$ cat config.mk
export PLATFORM = sky130hd
export DESIGN_NAME = frame_writer_small
export DESIGN_NICKNAME = d
export VERILOG_FILES = /design/src/rtl/frame_writer_small.sv
export SDC_FILE = /design/constraint.sdc
export NUM_CORES = 1
export LEC_CHECK = 0
export ABC_CLOCK_PERIOD_IN_PS = 1880
export BUFFER_PORTS_ARGS = -buffer_cell sky130_fd_sc_hd__clkbuf_2
export CORE_UTILIZATION = 43
export DETAILED_ROUTE_END_ITERATION = 6
export PLACE_DENSITY = 0.71
export SYNTH_ARGS = -nofsm -noshare
export SYNTH_HDL_FRONTEND = slang
export SYNTH_SLANG_ARGS = --single-unit
export TNS_END_PERCENT = 1
$ cat constraint.sdc
create_clock -name clk_in -period 1.88 [get_ports clk_in]
set_input_delay 0.376 -clock clk_in [delete_from_list [all_inputs] [get_ports clk_in]]
set_output_delay 0.376 -clock clk_in [all_outputs]
set_load 0.01 [all_outputs]
$ cat src/rtl/frame_writer_small.sv
// frame_writer_small: captures one window of a 1-bit pixel raster into a
// frame buffer. A capture request arms the block; the window origin pixel
// starts the capture; every in-window pixel is written row-major through a
// two-stage address pipeline; the last window pixel ends the frame.
module frame_writer_small #(
  parameter int WIDTH    = 80,
  parameter int HEIGHT   = 107,
  parameter int H_ORIGIN = 0,
  parameter int V_ORIGIN = 0
) (
  input  logic        clk_in,
  input  logic        rst_in,
  input  logic [10:0] hcount_in,
  input  logic [9:0]  vcount_in,
  input  logic        data_valid_in,
  input  logic        pixel_in,
  input  logic        capture_in,
  output logic        pixel_out,
  output logic [16:0] pixel_addr_out,
  output logic        write_enable_out,
  output logic        busy_out,
  output logic        done_out,
  output logic        short_out
);

  // Window bounds, one bit wider than the counters so origin+size never wraps.
  localparam logic [11:0] H_LO   = 12'(H_ORIGIN);
  localparam logic [11:0] H_HI   = 12'(H_ORIGIN + WIDTH);
  localparam logic [11:0] H_LAST = 12'(H_ORIGIN + WIDTH - 1);
  localparam logic [10:0] V_LO   = 11'(V_ORIGIN);
  localparam logic [10:0] V_HI   = 11'(V_ORIGIN + HEIGHT);
  localparam logic [10:0] V_LAST = 11'(V_ORIGIN + HEIGHT - 1);
  localparam logic [16:0] WIDTH_W      = 17'(WIDTH);
  localparam logic [17:0] FRAME_PIXELS = 18'(WIDTH * HEIGHT);

  typedef enum logic [1:0] {IDLE, ARMED, CAPTURE, FINISH} state_t;

  state_t      state_q, state_d;
  logic        drain_q, drain_d;
  logic [13:0] count_q, count_d;
  logic        done_q, done_d;
  logic        short_q, short_d;
  // stage 1
  logic [16:0] row_q, row_d;
  logic [16:0] col_q, col_d;
  logic        pix1_q, pix1_d;
  logic        win1_q, win1_d;
  // stage 2
  logic [16:0] addr_q, addr_d;
  logic        pix_q, pix_d;
  logic        we_q, we_d;

  logic [11:0] h_ext;
  logic [10:0] v_ext;
  logic [10:0] h_off;
  logic [9:0]  v_off;
  logic        at_origin;
  logic        at_last;
  logic        in_window;
  logic        capturing;

  // Window decode and offsets of the incoming pixel.
  always_comb begin
    h_ext     = {1'b0, hcount_in};
    v_ext     = {1'b0, vcount_in};
    h_off     = hcount_in - H_LO[10:0];
    v_off     = vcount_in - V_LO[9:0];
    at_origin = data_valid_in && (h_ext == H_LO) && (v_ext == V_LO);
    at_last   = (h_ext == H_LAST) && (v_ext == V_LAST);
    in_window = data_valid_in && (h_ext >= H_LO) && (h_ext < H_HI) &&
                (v_ext >= V_LO) && (v_ext < V_HI);
    // The origin pixel seen while armed is itself the first captured pixel.
    capturing = (state_q == CAPTURE) || ((state_q == ARMED) && at_origin);
  end

  // Next-state, pipeline and status logic.
  always_comb begin
    state_d = state_q;
    drain_d = 1'b0;
    done_d  = 1'b0;
    short_d = short_q;
    count_d = count_q + {13'b0, we_q};

    row_d  = 17'(v_off) * WIDTH_W;
    col_d  = 17'(h_off);
    pix1_d = pixel_in;
    win1_d = capturing && in_window;

    // Out-of-window cycles leave the write port's address and data untouched.
    we_d   = win1_q;
    addr_d = win1_q ? (row_q + col_q) : addr_q;
    pix_d  = win1_q ? pix1_q : pix_q;

    case (state_q)
      IDLE: begin
        if (capture_in) begin
          state_d = ARMED;
          count_d = '0;
        end
      end
      ARMED: begin
        if (at_origin) begin
          // A 1x1 window both starts and ends on the origin pixel.
          state_d = at_last ? FINISH : CAPTURE;
        end
      end
      CAPTURE: begin
        if (at_last) begin
          state_d = FINISH;
        end
      end
      FINISH: begin
        // Two cycles let the final pixel leave stage 2 before reporting.
        if (drain_q) begin
          state_d = IDLE;
          done_d  = 1'b1;
          short_d = ({4'b0, count_d} < FRAME_PIXELS);
        end else begin
          drain_d = 1'b1;
        end
      end
      default: state_d = IDLE;
    endcase
  end

  // State, pipeline and status registers.
  always_ff @(posedge clk_in or posedge rst_in) begin
    if (rst_in) begin
      state_q <= IDLE;
      drain_q <= 1'b0;
      count_q <= '0;
      done_q  <= 1'b0;
      short_q <= 1'b0;
      row_q   <= '0;
      col_q   <= '0;
      pix1_q  <= 1'b0;
      win1_q  <= 1'b0;
      addr_q  <= '0;
      pix_q   <= 1'b0;
      we_q    <= 1'b0;
    end else begin
      state_q <= state_d;
      drain_q <= drain_d;
      count_q <= count_d;
      done_q  <= done_d;
      short_q <= short_d;
      row_q   <= row_d;
      col_q   <= col_d;
      pix1_q  <= pix1_d;
      win1_q  <= win1_d;
      addr_q  <= addr_d;
      pix_q   <= pix_d;
      we_q    <= we_d;
    end
  end

  assign pixel_out        = pix_q;
  assign pixel_addr_out   = addr_q;
  assign write_enable_out = we_q;
  assign busy_out         = (state_q == ARMED) || (state_q == CAPTURE);
  assign done_out         = done_q;
  assign short_out        = short_q;

endmodule

### Word level (Yosys, flattened, before mapping)

Index checks and enable logic that the tools add are counted.

* bits in registers: 64
* input bits: 26

* add/sub/neg operators: 2
* $mul: 1
* order comparisons: 3
* equal/unequal tests: 9
* multiplexer cells: 12
* reduce and logical (&&, ||, !) cells: 14

Operators with widths (count)
* $mux 14: 2
* $add 17x11->17: 1
* $add 14x1->14: 1
* $lt 14x14->1 const B: 1
* $mul 10x3->13 const B: 1
* $eq 11x7->1 const B: 1
* $logic_not 11->1: 1
* $lt 11x7->1 const B: 1
* $eq 10x7->1 const B: 1
* $logic_not 10->1: 1
* $lt 10x7->1 const B: 1
* $mux 2: 4
* $ne 2x2->1 const B: 4
* $pmux 2 s4: 1
* $logic_and 1x1->1: 7
* $mux 1: 5
* $eq 2x2->1 const B: 2
* $reduce_and 4->1: 1
* $eq 2x1->1 const B: 1
* $logic_not 2->1: 1
* $logic_or 1x1->1: 2
* $reduce_and 2->1: 1

### Depth between registers and ports, before layout

* depth after elaboration: 6
* depth in mapped cells: 9
* mapped depth without buffers: 9

### Worst setup path after synthesis

OpenSTA, ideal clock, no wires.

* path kind: input to register
* start: input port vcount_in[1]
* end: register row_q[15]
* setup time: 0.079 ns
* arrival: 1.855 ns
* data required time: 1.801 ns
* slack: -0.054 ns
* stages on the path: 9
* cell sequence: ha_1 > ha_1 > inv_1 > fa_1 > nor2b_1 > o21a_1 > o21ai_0 > a21oi_1 > xor2_1

* cells in the longest elaborated chain, start to end: 1

Ends and longest elaborated chain
* from (decl): line 14 `input logic [9:0] vcount_in,`
* $mul 10x3->13: line 84 `row_d = 17'(v_off) * WIDTH_W;`
* via row_d[15]: line 44 `logic [16:0] row_q, row_d;`
* to (signal assigned): line 147 `row_q <= row_d;`
* to (decl): line 44

The timed path passes the listed nets, and every way through them passes these cells.
A chain may end at the register's enable or synchronous reset.

### Worst setup path after layout

* start: register col_q[4]
* end: register addr_q[10] (netlist: pixel_addr_out[10])

* cells in the longest elaborated chain, start to end: 1

Ends and longest elaborated chain
* from (decl): line 45 `logic [16:0] col_q, col_d;`
* from (signal assigned): line 148 `col_q <= col_d;`
* $add 17x11->17: line 91 `addr_d = win1_q ? (row_q + col_q) : addr_q;`
* to (signal assigned): line 151 `addr_q <= addr_d;`
* to (decl): line 49 `logic [16:0] addr_q, addr_d;`

Every way passes these cells.

==> impl_metrics.tcl <==
set metrics [dict create \
    cts.sink_count 64 \
    final.min_clock_period_ns 1.88 \
    pin_count 48 \
    clk_latency_ns 0.34 \
    final_core_util_pct 56.4 \
    floorplan.die_area_um2 8070 \
    timing.final.ws_setup_ns -0.00223 \
    register_bit_total_from_synthesis 64 \
    routed_wirelength_um 6440 \
    detail_route.drc_violations 0 \
    path_class "reg2reg" \
    global_route_wire_length_before_repair_um 11700 \
    synthesis.area_per_instance_um2 11.0 \
    cts_max_level 3 \
    core-area_um2 7370 \
    achievable-frequency_ghz 0.531 \
    layout-drive-gt1-share_pct 30.5 \
    synth-edff-count 0 \
    slowest_stage "sky130_fd_sc_hd__fa_2" \
    synth_fp_nets 361 \
    synth_sequential_area_ratio_pct 48.2 \
    grt_max_degree 42 \
    numPortBuffers 47 \
    worst_path_largest_cell_delay_ns 0.39 \
    number_of_cell_rows 31 \
    start_util_pct 45.0 \
    yosys_warnings 0 \
    synth_top_flop_cell "sky130_fd_sc_hd__dfrtp_1" \
    hold_class "in2async" \
    yosysMostFrequentCell "sky130_fd_sc_hd__dfrtp_1" \
    cp_cell_sequence "ha_2 > fa_2 > a21oi_4 > o211ai_1 > a21oi_1 > xnor2_1 > mux2_4" \
    top_cell_types_by_occurrence_after_synthesis "64 x sky130_fd_sc_hd__dfrtp_1, 30 x sky130_fd_sc_hd__ha_1, 25 x sky130_fd_sc_hd__nor2_1" \
    powerDensity_nw_per_um2 957 \
    cts-root-to-sink-buffers 2 \
    run_status "finished with violations" \
    grt_antenna_before_repair 0 \
    violations_in_the_final_reports "setup timing" \
    synth_area_um2 3320 \
    dp_hpwl_um 4940 \
    hold_viol_final 0 \
    synth_largest_area_cell "sky130_fd_sc_hd__dfrtp_1" \
    dominant_cells_by_area_after_synthesis "sky130_fd_sc_hd__dfrtp_1 48%, sky130_fd_sc_hd__ha_1 11%, sky130_fd_sc_hd__mux2_2 4.1%" \
    synth_cells 303 \
    track_usage_pct 18.0 \
    unrepaired_setup_endpoints_after_global_routing "yes" \
    post_cts_hold_buffer_count 0 \
    critPathCaptureType "flop" \
    post_drt_wl_per_cell_um 13.2 \
    cell_at_the_root_of_the_clock_tree "sky130_fd_sc_hd__clkbuf_8" \
    post-synth-top-area-fraction_pct 48.2 \
    crit_arrival_ns 2.10 \
    cts_made_buffers 9 \
    slew_hr_pct 58.7 \
    async_flop_share_pct 100 \
    first_global_vias 2549 \
    drt_iter0_drc 122 \
    final.setup.tns_ns -0.00223 \
    antenna_violating_nets_post_route 0 \
    antennaDiodeCount 0 \
    max_cap_viol_count 0 \
    filler_cell_count 649 \
    combined_flip_flop_and_latch_cell_area_um2 1600 \
    multiInputGateArea_um2 1670 \
    dp_worst_setup_slack_ns -0.328 \
    worst_path_required_time_ns 2.10 \
    yosysUniqueCellTypes 40 \
    critical_path.startpoint_type "flop" \
    dr.pass1.iters 5 \
    static-leakage-power_nw 2.06 \
    final_min_period_over_clock_period_pct 100 \
    area.growth.synth_to_final_pct 25.2 \
    overflow 0 \
    chipWidth_um 89.9 \
    pins_over_their_slew_limit 0 \
    die-height_um 89.9 \
    number_of_vias_per_cell 5.10 \
    cts_tree "built" \
    peak_supply_drop_mv 0.536 \
    finalNetCount 443 \
    globalplace.congestion 0.912 \
    worst_setup_hold_path_clk_slew_ns 0.07 \
    via_count 2494 \
    finClkSkew_ns 0.0124 \
    critPathMaxFanout 3 \
    max_slew.worst_pin.slew_ns 0.620 \
    timing.final.setup_violations 1 \
]
repair_timing:
action / 4_1_cts / 5_1_grt
pin swaps: 2 / 9
buffers inserted: 0 / 1
gates resized for setup: 3 / 8
setup endpoints to repair: 4 / 9
layout by cell type (no fill, tap or decap), types with 2 or more instances in the layout:
| cell type | netlist | routed |
|---|---|---|
| sky130_fd_sc_hd__a21oi_1 | 23 | 21 |
| sky130_fd_sc_hd__and3_1 | 4 | 3 |
| sky130_fd_sc_hd__and4_1 | 5 | 5 |
| sky130_fd_sc_hd__buf_4 | 0 | 29 |
| sky130_fd_sc_hd__bufinv_16 | 0 | 2 |
| sky130_fd_sc_hd__clkbuf_2 | 0 | 47 |
| sky130_fd_sc_hd__clkbuf_8 | 0 | 9 |
| sky130_fd_sc_hd__clkinv_4 | 0 | 2 |
| sky130_fd_sc_hd__clkinvlp_4 | 0 | 2 |
| sky130_fd_sc_hd__dfrtp_1 | 64 | 64 |
| sky130_fd_sc_hd__fa_2 | 0 | 2 |
| sky130_fd_sc_hd__ha_1 | 30 | 28 |
| sky130_fd_sc_hd__ha_2 | 0 | 2 |
| sky130_fd_sc_hd__inv_1 | 16 | 15 |
| sky130_fd_sc_hd__inv_6 | 0 | 2 |
| sky130_fd_sc_hd__mux2_2 | 12 | 11 |
| sky130_fd_sc_hd__mux2_4 | 1 | 2 |
| sky130_fd_sc_hd__mux2i_1 | 4 | 4 |
| sky130_fd_sc_hd__nand2_1 | 14 | 14 |
| sky130_fd_sc_hd__nand3_1 | 11 | 11 |
| sky130_fd_sc_hd__nand4_1 | 5 | 5 |
| sky130_fd_sc_hd__nor2_1 | 25 | 25 |
| sky130_fd_sc_hd__nor2b_1 | 4 | 4 |
| sky130_fd_sc_hd__nor3_1 | 6 | 6 |
| sky130_fd_sc_hd__nor4_1 | 5 | 5 |
| sky130_fd_sc_hd__o2111ai_1 | 2 | 2 |
| sky130_fd_sc_hd__o211ai_1 | 5 | 5 |
| sky130_fd_sc_hd__o21a_1 | 4 | 4 |
| sky130_fd_sc_hd__o21ai_0 | 12 | 11 |
| sky130_fd_sc_hd__or4_1 | 2 | 2 |
| sky130_fd_sc_hd__xnor2_1 | 12 | 12 |
| sky130_fd_sc_hd__xor2_1 | 15 | 15 |
worst max-delay path: cells and delay by family, from the launching register on:
kind                       cells  cell delay (ns)
muxes                          1             0.26
DFF                            1             0.38
adders and majority gates      2             0.59
xor gates and xnor gates       1             0.10
AOI/OAI and AO/OA              3             0.44
stage by stage:
| step | cell area (um2) | total power [mW] | hold slack [ns] | instances |
|---|---|---|---|---|
| 2_1_floorplan | 3320 | 2.31 | 0.352 | 303 |
| 3_3_place_gp | 3890 | 2.64 | 0.426 | 472 |
| 3_5_place_dp | 3890 | 2.67 | 0.427 | 472 |
| 4_1_cts | 4120 | 4.00 | 0.0700 | 488 |
| 5_1_grt | 4160 | 4.24 | 0.0976 | 489 |
| 6_report | 4160 | 3.98 | 0.0715 | 489 |
final cells by class:
type | count | area share, %
inverters | 16 | 1.54
flip-flops and latches | 64 | 38.5
multi-input cells | 217 | 40.1
clock buffers | 9 | 2.98
repair buffers | 77 | 11.4
well taps | 99 | 2.98
clock inverters | 7 | 2.47
final timing paths:
kind / start / to / slack [ns] / depth (start not counted)
min in group clk_in: pixel_in / pix1_q / 0.16 / 1
max: col_q[4] / pixel_addr_out[10] / -0.002 / 7
max reg2reg: col_q[4] / pixel_addr_out[10] / -0.002 / 7
min: rst_in / pixel_addr_out[11] / 0.07 / 2
max in group asynchronous: rst_in / col_q[5] / 1.25 / 3
min reg2reg: drain_q / drain_q / 0.44 / 1
cells by family after synthesis:
group,share of synthesized area (%)
adder cells (fa/ha/maj),12.5
buffers and inverters,2.53
XOR/XNOR,7.12
AND/OR/NAND/NOR,14.1
flip-flops,48.2
multiplexers,5.73
AO/OA/AOI/OAI,9.76
power breakdown:
part	internal, mW	switching [mW]	leakage [nW]
Sequential	1.52	0.104	0.827
Clock	0.759	0.549	0.110
Combinational	0.506	0.540	1.12
Total	2.78	1.19	2.06
layer usage:
metal,global-route usage (%),share of wire [%],wire length [um],vias to the layer above
met3,3.38,4.0,257,4
met5,0,0,0,-
li1,-,-,-,1247
met2,27.6,47,3020,66
met1,25.1,48,3100,1177
met4,7.53,0.98,63,0
flip-flops by register name, summed over array words and instances, names as in the netlist:
signal,count
pix1_q,1
pixel_out,1
short_out,1
we_d,1
count_q,14
pixel_addr_out,17
write_enable_out,1
done_out,1
drain_q,1
state_q,2
col_q,11
row_q,13
Note: power is estimated with default switching activity, not from simulation.
